===== config.mk =====
export PLATFORM = sky130hd
export DESIGN_NAME = uart_tx_frame
export DESIGN_NICKNAME = d
export VERILOG_FILES = /design/src/rtl/uart_pkg.sv /design/src/rtl/uart_baud_tick.sv /design/src/rtl/uart_tx_frame.sv
export SDC_FILE = /design/constraint.sdc
export NUM_CORES = 1
export LEC_CHECK = 0
export ABC_AREA = 1
export CORE_UTILIZATION = 55
export DETAILED_ROUTE_END_ITERATION = 7
export PLACE_DENSITY_LB_ADDON = 0.25
export SYNTH_ARGS = -nofsm -noshare
export SYNTH_HDL_FRONTEND = slang
export SYNTH_HIERARCHICAL = 1
export SYNTH_SLANG_ARGS = --single-unit

===== constraint.sdc =====
create_clock -name clock -period 1.8 [get_ports clock]
set_input_delay 0.18 -clock clock [delete_from_list [all_inputs] [get_ports clock]]
set_output_delay 0.18 -clock clock [all_outputs]
set_load 0.05 [all_outputs]

===== src/rtl/uart_pkg.sv =====
// Shared UART definitions: parity modes, transmitter state encoding and
// frame-length helper used by the framer and its bench.
package uart_pkg;

  localparam int unsigned PARITY_NONE = 0;
  localparam int unsigned PARITY_EVEN = 1;
  localparam int unsigned PARITY_ODD  = 2;

  typedef enum logic [2:0] {
    ST_IDLE   = 3'd0,
    ST_START  = 3'd1,
    ST_DATA   = 3'd2,
    ST_PARITY = 3'd3,
    ST_STOP   = 3'd4
  } tx_state_t;

  // Number of bit periods in one frame: start + data + optional parity + stop.
  function automatic int unsigned frame_bits(input int unsigned data_bits,
                                             input int unsigned parity_mode,
                                             input int unsigned stop_bits);
    return 1 + data_bits + ((parity_mode != PARITY_NONE) ? 1 : 0) + stop_bits;
  endfunction

endpackage


===== src/rtl/uart_baud_tick.sv =====
// Bit-period timer: counts 0..CLKS_PER_BIT-1 and flags the terminal count.
// pre_tick marks the clock before the terminal count so callers can register
// outputs that must line up with the last clock of a bit.
module uart_baud_tick #(
  parameter int unsigned CLKS_PER_BIT = 16
) (
  input  logic clock,
  input  logic reset_n,
  input  logic restart,
  output logic tick,
  output logic pre_tick
);

  localparam int unsigned CNT_W = $clog2(CLKS_PER_BIT);

  logic [CNT_W-1:0] count;

  always_ff @(posedge clock or negedge reset_n) begin
    if (!reset_n) begin
      count <= '0;
    end else if (restart || tick) begin
      count <= '0;
    end else begin
      count <= count + 1'b1;
    end
  end

  assign tick     = (count == CNT_W'(CLKS_PER_BIT - 1));
  assign pre_tick = (count == CNT_W'(CLKS_PER_BIT - 2));

endmodule


===== src/rtl/uart_tx_frame.sv =====
// UART transmit framer: one-word holding register in front of a start/data/
// parity/stop serialiser, LSB first, with back-to-back frames and no idle gap.
module uart_tx_frame
  import uart_pkg::*;
#(
  parameter int unsigned DATA_BITS    = 8,
  parameter int unsigned PARITY_MODE  = PARITY_NONE,
  parameter int unsigned STOP_BITS    = 1,
  parameter int unsigned CLKS_PER_BIT = 16
) (
  input  logic                 clock,
  input  logic                 reset_n,
  input  logic [DATA_BITS-1:0] tx_data,
  input  logic                 tx_valid,
  output logic                 tx_ready,
  output logic                 tx_serial,
  output logic                 busy,
  output logic                 frame_done
);

  localparam int unsigned BIT_W      = $clog2(DATA_BITS + 1);
  localparam int unsigned FRAME_BITS = frame_bits(DATA_BITS, PARITY_MODE, STOP_BITS);
  localparam logic        STOP_LAST  = 1'(STOP_BITS - 1);

  if (DATA_BITS < 5 || DATA_BITS > 9 || PARITY_MODE > PARITY_ODD ||
      STOP_BITS < 1 || STOP_BITS > 2 || CLKS_PER_BIT < 2 || FRAME_BITS > 13) begin : g_bad_params
    $error("uart_tx_frame: unsupported parameter set");
  end

  tx_state_t            state;
  logic [DATA_BITS-1:0] hold;
  logic [DATA_BITS-1:0] shifter;
  logic                 parity_bit;
  logic [BIT_W-1:0]     bit_cnt;
  logic                 stop_cnt;
  logic                 hold_full;
  logic                 baud_restart;
  logic                 tick;
  logic                 pre_tick;

  // tx_ready is the registered inverse of the hold occupancy.
  assign hold_full = ~tx_ready;

  // Every non-IDLE state is entered on a tick, where the counter wraps to 0
  // anyway, so holding it cleared in IDLE restarts it on every state entry.
  assign baud_restart = (state == ST_IDLE);

  uart_baud_tick #(
    .CLKS_PER_BIT (CLKS_PER_BIT)
  ) u_baud (
    .clock    (clock),
    .reset_n  (reset_n),
    .restart  (baud_restart),
    .tick     (tick),
    .pre_tick (pre_tick)
  );

  function automatic logic parity_of(input logic [DATA_BITS-1:0] d);
    return (PARITY_MODE == PARITY_ODD) ? ~^d : ^d;
  endfunction

  always_ff @(posedge clock or negedge reset_n) begin
    if (!reset_n) begin
      state      <= ST_IDLE;
      hold       <= '0;
      shifter    <= '0;
      parity_bit <= 1'b0;
      bit_cnt    <= '0;
      stop_cnt   <= 1'b0;
      tx_ready   <= 1'b1;
      tx_serial  <= 1'b1;
      busy       <= 1'b0;
      frame_done <= 1'b0;
    end else begin
      frame_done <= 1'b0;

      if (tx_valid && tx_ready) begin
        hold     <= tx_data;
        tx_ready <= 1'b0;
      end

      case (state)
        ST_IDLE: begin
          tx_serial <= 1'b1;
          if (hold_full) begin
            state      <= ST_START;
            shifter    <= hold;
            parity_bit <= parity_of(hold);
            tx_ready   <= 1'b1;
            tx_serial  <= 1'b0;
            busy       <= 1'b1;
          end
        end

        ST_START: begin
          if (tick) begin
            state     <= ST_DATA;
            bit_cnt   <= '0;
            tx_serial <= shifter[0];
          end
        end

        ST_DATA: begin
          if (tick) begin
            if (bit_cnt == BIT_W'(DATA_BITS - 1)) begin
              stop_cnt <= 1'b0;
              if (PARITY_MODE != PARITY_NONE) begin
                state     <= ST_PARITY;
                tx_serial <= parity_bit;
              end else begin
                state     <= ST_STOP;
                tx_serial <= 1'b1;
              end
            end else begin
              shifter   <= shifter >> 1;
              tx_serial <= shifter[1];
              bit_cnt   <= bit_cnt + 1'b1;
            end
          end
        end

        ST_PARITY: begin
          if (tick) begin
            state     <= ST_STOP;
            stop_cnt  <= 1'b0;
            tx_serial <= 1'b1;
          end
        end

        ST_STOP: begin
          // Registered pulse must be visible during the final clock of the frame.
          if (pre_tick && stop_cnt == STOP_LAST) begin
            frame_done <= 1'b1;
          end
          if (tick) begin
            if (stop_cnt != STOP_LAST) begin
              stop_cnt <= 1'b1;
            end else if (hold_full) begin
              state      <= ST_START;
              shifter    <= hold;
              parity_bit <= parity_of(hold);
              tx_ready   <= 1'b1;
              tx_serial  <= 1'b0;
            end else begin
              state     <= ST_IDLE;
              tx_serial <= 1'b1;
              busy      <= 1'b0;
            end
          end
        end

        default: begin
          state     <= ST_IDLE;
          tx_serial <= 1'b1;
          busy      <= 1'b0;
        end
      endcase
    end
  end

endmodule


* Word level (Yosys, flattened, before mapping)
Index checks and enable logic that the tools add are counted.
W data, S select, Z words.
** Storage, ports and cells
- Input bits :: 11
- Logic and storage cells :: 90
- Register bits :: 32
** Operators by class
- Multiplexer cells :: 46
- Bitwise operators :: 2
- Reduce and logical (&&, ||, !) cells :: 14
- Add/subtract/negate cells :: 2
- Equal/unequal tests :: 16
** Operators by type and width (count)
- $mux W8 :: 5
- $pmux W8 S3 :: 1
- $mux W1 :: 23
- $mux W3 :: 7
- $reduce_and A5 Y1 :: 4
- $mux W4 :: 4
- $pmux W3 S5 :: 1
- $ne A2 B2 Y1 const B :: 5
- $add A4 B1 Y4 const B :: 2
- $eq A4 B4 Y1 const B :: 2
- $ne A2 B1 Y1 const B :: 4
- $pmux W4 S2 :: 1
- $reduce_and A7 Y1 :: 1
- $eq A3 B2 Y1 const B :: 2
- $pmux W1 S3 :: 2
- $reduce_bool A3 Y1 :: 2
- $pmux W1 S5 :: 1
- $eq A4 B3 Y1 const B :: 1
- $reduce_and A4 Y1 :: 1
- $eq A3 B1 Y1 const B :: 1
- $eq A3 B3 Y1 const B :: 1
- $logic_not A3 Y1 :: 1
- $reduce_or A3 Y1 :: 1
- $logic_and A1 B1 Y1 :: 2
- 4 further kinds :: 5

* Longest topological paths before layout
- Depth after elaboration :: 6
- Depth in mapped cells :: 10

* Modules after synthesis
The synthesis kept the hierarchy.
** By module, submodules not included
- uart_tx_frame :: cells an instance 157, area an instance 1372.6 um2, times used 1, seq. area each 678.2 um2
- uart_baud_tick :: cells an instance 22, area an instance 202.7 um2, times used 1, seq. area each 100.1 um2

* Worst setup path after synthesis
Ideal clock, no wire load.
- Path kind :: flip-flop to flip-flop
- Start point :: register u_baud.count[0]
- End point :: register shifter[7]
- Path buffers :: 0
- Required time :: 1683 ps
- Setup slack :: 178 ps
- Period minus slack after synthesis :: 1622 ps
- Cell stages (with the launch flop) :: 11
- Library setup time :: 117 ps
- Arrival time :: 1505 ps
- Path through :: dfrtp_1 > ha_1 > nand2_2 > nor2_1 > inv_2 > nand3_2 > nand2_4 > nand2_4 > nand2_4 > nand2_1 > nand2_1
** Between the ends
- Longest elaborated chain between the ends :: 3
- Elaborated cells on any way between the ends :: 4
- Classes of those cells :: 3 x eq/ne; 1 x reduce/logical
** Ends and longest elaborated chain
- start: declaration :: RTL line uart_baud_tick.sv:16 : logic [CNT_W-1:0] count;
- start signal: assignment :: RTL line uart_baud_tick.sv:24 : count <= count + 1'b1;
- $eq A4 B4 Y1 * :: RTL line uart_baud_tick.sv:28 : assign tick = (count == CNT_W'(CLKS_PER_BIT - 1));
- net tick :: RTL line uart_tx_frame.sv:38 : logic tick;
- $ne A2 B1 Y1 (no line)
- $reduce_and A5 Y1 (no line) *
- end signal: assignment :: RTL line uart_tx_frame.sv:87 : shifter <= hold;
- end signal: assignment :: RTL line uart_tx_frame.sv:115 : shifter <= shifter >> 1;
- end signal: assignment :: RTL line uart_tx_frame.sv:140 : shifter <= hold;
- end: declaration :: RTL line uart_tx_frame.sv:32 : logic [DATA_BITS-1:0] shifter;
Mark *: on every way through the listed nets, which the timed path passes. The rest lies on a longest branch.
A chain may end at the register's enable or synchronous reset.

* Worst setup path after layout
- Start point :: register busy
- End point :: output port busy
** RTL lines
- start: declaration :: RTL line uart_tx_frame.sv:17 : output logic busy,
- start signal: assignment :: RTL line uart_tx_frame.sv:72 : busy <= 1'b0;
- start signal: assignment :: RTL line uart_tx_frame.sv:91 : busy <= 1'b1;
- start signal: assignment :: RTL line uart_tx_frame.sv:147 : busy <= 1'b0;
No word-level cell between the ends.

==> results.yml <==
status:
  outcome: "complete, no violations"
worst_setup_path:
  r2r_slack_ns: 0.23
  r2r-start: "u_baud/count[0]"
  path_cells: "clkdlybuf4s50_1"
  r2r_end: "shifter[7]"
  arrival_ns: 1.46
  cp.depth: 1
  cp_max_fo: 2
  cpPeakStageDelay_ns: 0.80
  cp_slowest_cell: "clkdlybuf4s50_1"
  critPathTopFamily: "buffers and inverters"
  crit_type: "reg -> out"
  crit_path_start_kind: "flop"
  endpoint_kind: "output port"
  ff2ff_path_depth: 10
  worstPathRequired_ns: 1.62
  path_buf_inv: 1
global_routing:
  grt_pass1_wl_um: 4920
  antenna_found_initial: 0
  grt_pass1_vias: 1197
  grt_start_max_net_pins: 32
  overflow: 0
  grt_usage_pct: 20.7
sta:
  setup_slack_ns: 0.161
  hold_viol: 0
  fmax_ghz: 0.610
  slew_headroom_pct: 67.3
  fin_crit_sh_pct: 91.1
  slew_viol_final: 0
  rsz0062_at_grt: "false"
  setup_viol_count_final: 0
  tns_ns: 0
  fin_skew_ns: 0.0107
  whs_ns: 0.240
  worstMarginPinSlew_ns: 0.489
  layout_min_cycle_time_ns: 1.64
place:
  io_buffers: 14
  place_area_sq_um: 1750
  pre_cts_ws_ns: 0.239
  place_congestion: 0.781
  dp_hpwl_um: 2160
  dp_cells: 225
route:
  drc: 0
  wl_um: 2800
  ant_nets: 0
  routed_via_density: 5.32
  dr.pass1.iters: 4
  route.vias.total: 1239
  wl_per_cell_um: 12.0
  drt_iter0_markers: 56
synthesis:
  synth_cells: 179
  synth.distinct_cells: 26
  synth_nets: 193
  avgSynthCellArea_sq_um: 8.80
  synth_top_area_cell: "dfrtp_1"
  ys_warn_count: 6
  synthTopCellsByArea: "dfrtp_1 46%, nand2_1 16%, mux2_2 5.7%, nand3_1 4.4%, dfstp_2 3.3%"
  synth-seq-area-share_pct: 49.4
  ys_ff_latch: 31
  syn_area_sq_um: 1580
  yosysTopAreaCellShare_pct: 46.1
clock_network:
  ctsHoldBuffers: 0
  clk_latency_ns: 0.33
  cts_max_level: 2
  clockRootBuffer: "clkbuf_4"
  cts_tree: "built"
  path_clk_slew_ns: 0.08
  ctsResizeCount: 0
  cts_sinks: 31
  cts_setup_buffers: 0
  clockBufferDepth: 2
  cts_buffers: 5
floorplan:
  ioPinCount: 15
  die_y_um: 55.5
  dieArea_sq_um: 3080
  die_x_um: 55.5
  start_util_pct: 57.6
  num_rows: 19
  core_area_sq_um: 2730
power:
  pwr_density_cell_nw_per_um2: 1350
  leakagePower_nw: 0.902
  ir_worst_vdd_mv: 1.26
  totalPowerFinal_mw: 2.44
final_layout:
  multiInputGateArea_sq_um: 728
  syn2layout_area_growth_pct: 14.4
  regArea_sq_um: 778
  postLayoutCellArea_sq_um: 1800
  final_layout_size_suffix_gt1_share_pct: 20.8
  final_cell_count_no_fill: 233
  final_common_cell: "nand2_1"
  postLayoutCoreUtil_pct: 65.9
  layout_common_cells: "68 x nand2_1, 29 x dfrtp_1, 14 x nand3_1, 14 x nor2_1, 12 x clkdlybuf4s50_1"
  final_nets: 215
  n_antenna_cell: 0
  n_fill_cell: 233
job:
  maxCapViolations: 0
hold_path:
  hp-class: "in -> async"
## layer usage
metal,part of all wire [%],track usage [%]
met1,46,26.5
met4,1.7,9.64
met2,48,31.8
met5,0,0
met3,4.0,7.03
## kinds of logic after synthesis
family | synth area share, %
buffers and inverters | 4.37
AOI/OAI and AO/OA | 2.78
DFF | 49.4
muxes | 5.72
and+or+nand+nor | 34.2
adders and majority gates | 2.38
xor gates and xnor gates | 1.11
## final cells by class
cell class	count	share of cell area, %
repair buffers	16	8.33
flip-flops and latches	31	43.2
multi-input cells	133	40.4
clock buffers	8	2.71
well taps	31	2.15
inverters	14	3.19
## state kept, by name, summed over array words and instances (netlist names)
signal / cells
state: 3
tx_ready: 1
bit_cnt: 4
frame_done: 1
busy: 1
shifter: 8
hold: 8
u_baud/count: 4
tx_serial: 1
## synth_stat cells, drive strengths merged
master,instances
nand2,74
dfrtp,29
nand3,18
nor2,18
inv,13
mux2,8
o21ai,4
ha,3
dfstp,2
nand4,2
xor2,2
a2bb2oi,1
and3,1
buf,1
clkinv,1
nor3b,1
o21bai,1
## worst max path at each step
stage | startpoint | end
6_report | busy | busy
5_1_grt | u_baud/count[0] | shifter[7]
4_1_cts | busy | busy
3_5_place_dp | u_baud/count[0] | shifter[5]
3_3_place_gp | u_baud/count[0] | shifter[7]
2_1_floorplan | u_baud/count[0] | shifter[7]
## where the power goes
group / internal [mW] / leakage, nW / switching (mW) / total, mW
clock: 0.155 / 0.0265 / 0.219 / 0.375
sequential: 0.957 / 0.385 / 0.172 / 1.13
combinational: 0.386 / 0.490 / 0.547 / 0.933
total: 1.50 / 0.902 / 0.938 / 2.44
Power figures use the tool's default switching activity.
